$ cat src/rtl/ram_weight_copier_if.sv
// Bus between the weight copier and the logic around it: start/busy/done
// handshake plus the source and destination weight-bank connections.
// The copier uses the master modport. The requester/bank side uses slave.
interface ram_weight_copier_if #(
    parameter int DATA_WIDTH = 32,
    parameter int NUM_WORDS  = 32,
    parameter int IDX_BITS   = 5
);
    logic                            i_start;
    logic                            o_busy;
    logic                            o_done;
    logic [NUM_WORDS-1:0]            o_src_ram_enable;
    logic [NUM_WORDS*DATA_WIDTH-1:0] i_src_data;
    logic [NUM_WORDS-1:0]            o_dst_ram_enable;
    logic                            o_dst_write_enable;
    logic [DATA_WIDTH-1:0]           o_dst_data;
    logic [IDX_BITS-1:0]             o_word_idx;

    modport master (
        input  i_start, i_src_data,
        output o_busy, o_done, o_src_ram_enable, o_dst_ram_enable,
               o_dst_write_enable, o_dst_data, o_word_idx
    );

    modport slave (
        output i_start, i_src_data,
        input  o_busy, o_done, o_src_ram_enable, o_dst_ram_enable,
               o_dst_write_enable, o_dst_data, o_word_idx
    );
endinterface

$ cat src/rtl/ram_weight_copier.sv
// Sequencer that copies a bank of single-word weight RAMs (policy network)
// into a second bank (target network). Each word takes three cycles:
// a one-hot read, a wait for the 1-cycle RAM latency with capture, and a write.
module ram_weight_copier #(
    parameter int DATA_WIDTH = 32,
    parameter int NUM_WORDS  = 32,
    parameter int IDX_BITS   = 5
) (
    input logic                 clk,
    input logic                 rst_n,
    ram_weight_copier_if.master bus
);
    typedef enum logic [2:0] {
        S_IDLE,
        S_READ,
        S_WAIT,
        S_WRITE,
        S_DONE
    } state_t;

    localparam logic [IDX_BITS-1:0] LAST_IDX = IDX_BITS'(NUM_WORDS - 1);

    state_t                state;
    logic [IDX_BITS-1:0]   index;
    logic [DATA_WIDTH-1:0] data_q;
    logic                  busy_q;
    logic                  done_q;
    logic [NUM_WORDS-1:0]  src_en_q;
    logic [NUM_WORDS-1:0]  dst_en_q;
    logic                  dst_we_q;

    function automatic logic [NUM_WORDS-1:0] one_hot(input logic [IDX_BITS-1:0] idx);
        return NUM_WORDS'(1) << idx;
    endfunction

    // Copy FSM; every output is a register so the enables are glitch-free at the banks.
    always_ff @(posedge clk or negedge rst_n) begin
        if (!rst_n) begin
            state    <= S_IDLE;
            index    <= '0;
            data_q   <= '0;
            busy_q   <= 1'b0;
            done_q   <= 1'b0;
            src_en_q <= '0;
            dst_en_q <= '0;
            dst_we_q <= 1'b0;
        end else begin
            // NOTE: state and outputs use non-blocking assignments so every
            // branch sees the pre-edge values, like real flops. The defaults
            // below make each enable and strobe a single-cycle pulse.
            done_q   <= 1'b0;
            src_en_q <= '0;
            dst_en_q <= '0;
            dst_we_q <= 1'b0;
            case (state)
                S_IDLE: begin
                    if (bus.i_start) begin
                        state    <= S_READ;
                        index    <= '0;
                        busy_q   <= 1'b1;
                        src_en_q <= one_hot('0);
                    end
                end
                S_READ: begin
                    state <= S_WAIT;
                end
                S_WAIT: begin
                    // Source o_data is valid this cycle, one cycle after the read enable.
                    data_q   <= bus.i_src_data[index*DATA_WIDTH +: DATA_WIDTH];
                    dst_en_q <= one_hot(index);
                    dst_we_q <= 1'b1;
                    state    <= S_WRITE;
                end
                S_WRITE: begin
                    if (index == LAST_IDX) begin
                        state  <= S_DONE;
                        done_q <= 1'b1;
                        busy_q <= 1'b0;
                    end else begin
                        index    <= index + 1'b1;
                        src_en_q <= one_hot(index + 1'b1);
                        state    <= S_READ;
                    end
                end
                S_DONE: begin
                    state <= S_IDLE;
                end
                default: begin
                    state <= S_IDLE;
                end
            endcase
        end
    end

    assign bus.o_busy             = busy_q;
    assign bus.o_done             = done_q;
    assign bus.o_src_ram_enable   = src_en_q;
    assign bus.o_dst_ram_enable   = dst_en_q;
    assign bus.o_dst_write_enable = dst_we_q;
    assign bus.o_dst_data         = data_q;
    assign bus.o_word_idx         = index;
endmodule

$ cat src/flat_wrapper.sv
// flat-port wrapper written by rule: the top's interface ports become plain ports
module ram_weight_copier_flat 
#(
    parameter int DATA_WIDTH = 32,
    parameter int NUM_WORDS  = 32,
    parameter int IDX_BITS   = 5
)
  (clk, rst_n, bus_i_start, bus_i_src_data, bus_o_busy, bus_o_done, bus_o_src_ram_enable, bus_o_dst_ram_enable, bus_o_dst_write_enable, bus_o_dst_data, bus_o_word_idx);
  ram_weight_copier_if #(.DATA_WIDTH(DATA_WIDTH), .NUM_WORDS(NUM_WORDS), .IDX_BITS(IDX_BITS)) bus_i ();
  input logic clk;
  input logic rst_n;
  input wire logic [$bits(bus_i.i_start)-1:0] bus_i_start;
  input wire logic [$bits(bus_i.i_src_data)-1:0] bus_i_src_data;
  output wire logic [$bits(bus_i.o_busy)-1:0] bus_o_busy;
  output wire logic [$bits(bus_i.o_done)-1:0] bus_o_done;
  output wire logic [$bits(bus_i.o_src_ram_enable)-1:0] bus_o_src_ram_enable;
  output wire logic [$bits(bus_i.o_dst_ram_enable)-1:0] bus_o_dst_ram_enable;
  output wire logic [$bits(bus_i.o_dst_write_enable)-1:0] bus_o_dst_write_enable;
  output wire logic [$bits(bus_i.o_dst_data)-1:0] bus_o_dst_data;
  output wire logic [$bits(bus_i.o_word_idx)-1:0] bus_o_word_idx;
  assign bus_i.i_start = bus_i_start;
  assign bus_i.i_src_data = bus_i_src_data;
  assign bus_o_busy = bus_i.o_busy;
  assign bus_o_done = bus_i.o_done;
  assign bus_o_src_ram_enable = bus_i.o_src_ram_enable;
  assign bus_o_dst_ram_enable = bus_i.o_dst_ram_enable;
  assign bus_o_dst_write_enable = bus_i.o_dst_write_enable;
  assign bus_o_dst_data = bus_i.o_dst_data;
  assign bus_o_word_idx = bus_i.o_word_idx;
  ram_weight_copier #(.DATA_WIDTH(DATA_WIDTH), .NUM_WORDS(NUM_WORDS), .IDX_BITS(IDX_BITS)) u_core (.clk(clk), .rst_n(rst_n), .bus(bus_i));
endmodule
$ cat config.mk
export PLATFORM = sky130hd
export DESIGN_NAME = ram_weight_copier_flat
export DESIGN_NICKNAME = d
export VERILOG_FILES = /design/src/rtl/ram_weight_copier_if.sv /design/src/rtl/ram_weight_copier.sv /design/src/flat_wrapper.sv
export SDC_FILE = /design/constraint.sdc
export NUM_CORES = 1
export LEC_CHECK = 0
export BUFFER_PORTS_ARGS = -buffer_cell sky130_fd_sc_hd__buf_4
export CAP_MARGIN = 5
export CELL_PAD_IN_SITES_DETAIL_PLACEMENT = 1
export CELL_PAD_IN_SITES_GLOBAL_PLACEMENT = 1
export CORE_AREA = 2 2 444 446
export DETAILED_ROUTE_END_ITERATION = 8
export DIE_AREA = 0 0 446 448
export PLACE_DENSITY_LB_ADDON = 0.2
export SLEW_MARGIN = 0
export SYNTH_ARGS = -nofsm -noshare
export SYNTH_HDL_FRONTEND = slang
export SYNTH_SLANG_ARGS = --single-unit
export TNS_END_PERCENT = 5
$ cat constraint.sdc
create_clock -name clk -period 2.75 [get_ports clk]
set_input_delay 0.55 -clock clk [delete_from_list [all_inputs] [get_ports clk]]
set_output_delay 0.55 -clock clk [all_outputs]
set_load 0.03 [all_outputs]
==> flow_metrics.tcl <==
set metrics [dict create \
    nFillCells 22900 \
    slew_headroom_pct 36.0 \
    p_comb_share_pct 38.5 \
    synth_nets 2252 \
    fmax_mhz 376 \
    p_leak_uw 0.0129 \
    die_w_um 446 \
    finalSetupViolations 0 \
    hpwl_um 135000 \
    synth-seq-cells 107 \
    synth_edf_count 0 \
    cts_tree "done" \
    fin_tns_setup_ps 0 \
    rsz0062_at_grt "false" \
    ys_seq_area_share_pct 21.9 \
    fin_crit_ps 2660 \
    whs_ps 69.4 \
    overflow 0 \
    synth-async-reset-ratio_pct 100 \
    synth.distinct_cells 43 \
    hold_class "input pin to async pin" \
    grt_antenna_before_repair 82 \
    power_switching_uw 1850 \
    synth_area_per_cell_um2 10.0 \
    die_h_um 448 \
    io_buffers 1130 \
    post-place-cells 4905 \
    avgRoutedWirePerCell_um 31.1 \
    worstMarginPinSlew_ps 951 \
    routed_via_density 3.22 \
    synthFlopType "dfrtp_1" \
    skew_ps 63.1 \
    slew_violations 0 \
    syn_to_final_growth_pct 106 \
    netlist.area_leader.share_pct 26.2 \
    start_kind "flip-flop" \
    num_io_pins 1131 \
    syn_area_um2 12200 \
    instances_no_fill 4935 \
    grt_max_degree 47 \
    grt_pass1_vias 17400 \
    drive_above_1_share_pct 62.2 \
    drc 0 \
    start_util_pct 6.27 \
    insertion_delay_ps 490 \
    dieArea_um2 200000 \
    wl_um 154000 \
    root_buffer "clkbuf_16" \
    required_ps 3070 \
    critPathKind "flip-flop to flip-flop" \
    cap_violations 0 \
    drt-initial-drc-count 790 \
    critPathMaxFanout 41 \
    synth-warning-count 0 \
    run_status "complete, no violations" \
    r2r-start "u_core.bus.o_word_idx[1]" \
    crit_start "u_core.bus.o_word_idx[1]" \
    numCtsBuffers 9 \
    max_stage_delay_ps 620 \
    critPathCaptureType "flip-flop" \
    antenna_left 0 \
    nets 3411 \
    path_cells "buf_12 -> buf_12 -> mux2i_2 -> buf_4 -> o22ai_2 -> nor4_2 -> buf_4 -> a221oi_2" \
    synthTopCellsByCount "mux2i_1, nand2_1, dfrtp_1" \
    hold_viol_final 0 \
    htree_num_levels 3 \
    postCtsHoldBufs 0 \
    rows 162 \
    p_total_uw 5370 \
    power.share.sequential_pct 30.1 \
    num_vias 15900 \
    grt_pass1_wl_um 190000 \
    slowest_stage "dfrtp_4" \
    yosys-top-cells-area "mux2i_1, dfrtp_1, mux4_2, o22ai_1, nand2_1" \
    arrival_ps 2980 \
    grt_usage_pct 14.7 \
    core_um2 195000 \
    vdd_drop_max_uv 332 \
    cts.sinks 107 \
    swShare_pct 34.4 \
    internal_power_uw 3520 \
    yosysTopAreaCell "mux2i_1" \
    synthCells 1216 \
    p_clk_share_pct 31.4 \
    period_share_pct 96.7 \
    clockBufferDepth 2 \
    gp_congestion 0.874 \
    path_clk_slew_ps 100 \
    synth_most_common_cell "mux2i_1" \
    firstDrtPassIters 5 \
    power_density_nw_per_um2 214 \
]
==> layout by cell type (no fill, tap or decap), types with 23 or more instances in the layout <==
cell type and count:
mux4_2 96, buf_12 23, a31oi_1 32, o22ai_1 95
a21oi_1 34, a22oi_1 32, dfrtp_1 104, buf_4 1252
nor2_1 98, mux2i_1 314, nand2_1 116, mux2_2 32
==> critical path, delay by kind of cell, from the launching register on <==
family / cells / cell delay [ps]
compound gates: 2 / 170
buf+inv: 4 / 940
flops: 1 / 620
mux: 1 / 340
simple gates: 1 / 360
==> kinds of logic after synthesis <==
logic type | share of synthesized area [%]
xor gates and xnor gates | 0.143
and+or+nand+nor | 10.2
AOI/OAI and AO/OA | 13.8
buffers and inverters | 6.09
DFF | 21.9
adders and majority gates | 0.922
muxes | 46.9
==> registers in the layout, summed over array words and instances, names as in the netlist <==
signal                         flops
u_core.bus.o_busy                  1
u_core.bus.o_done                  1
u_core.bus.o_dst_data             32
u_core.bus.o_dst_ram_enable       32
u_core.bus.o_dst_write_enable      1
u_core.bus.o_src_ram_enable       32
u_core.bus.o_word_idx              5
u_core.state                       3
==> routing by layer <==
metal / wire [um] / share of wire, % / global-route usage [%]
met3: 8390 / 5.5 / 2.91
met5: 150 / 0.098 / 0
met2: 76000 / 50 / 25.4
met1: 67500 / 44 / 19.4
met4: 1420 / 0.92 / 1.57
==> power groups by stage <==
stage / Clock, uW / Sequential [uW] / Combinational [uW]
6_report: 1690 / 1620 / 2070
3_5_place_dp: 0 / 1650 / 2090
4_1_cts: 1810 / 1620 / 2100
3_3_place_gp: 0 / 1650 / 2090
5_1_grt: 1820 / 1620 / 2190
2_1_floorplan: 0 / 1690 / 360
==> path summary, 6_finish.rpt <==
path | end | slack (ps) | cells after the start
min in group clk | u_core.state[0] | 450 | 3
max in group asynchronous | u_core.bus.o_dst_ram_enable[15] | 1770 | 3
min reg2reg | u_core.bus.o_busy | 550 | 2
max reg2reg | u_core.bus.o_dst_data[12] | 90 | 8
min | u_core.bus.o_src_ram_enable[11] | 70 | 1
max | u_core.bus.o_dst_data[12] | 90 | 8
==> final cells by class <==
cell class              count  area (um2)  share of cell area (%)
clock buffers               9         225                   0.897
diodes                     13        32.5                   0.130
repair buffers           1276        9870                    39.3
flip-flops and latches    107        2690                    10.7
inverters                   6        27.5                   0.110
well taps                2542        3180                    12.7
multi-input cells         975        9000                    35.8
clock inverters             7        86.3                   0.344
==> timing repair <==
item / CTS / global route
buffers inserted: 0 / 1
setup endpoints to repair: 10 / 8
gates resized for setup: 14 / 8
==> metrics by stage <==
stage	worst slack, ps	util, %	area, um2
6_report	89.8	12.9	25100
2_1_floorplan	478	-	12200
3_5_place_dp	-591	12.7	24600
3_3_place_gp	-596	12.7	24600
4_1_cts	-83.0	12.9	25000
5_1_grt	11.8	12.9	25100
(Power assumes the default switching activity.)
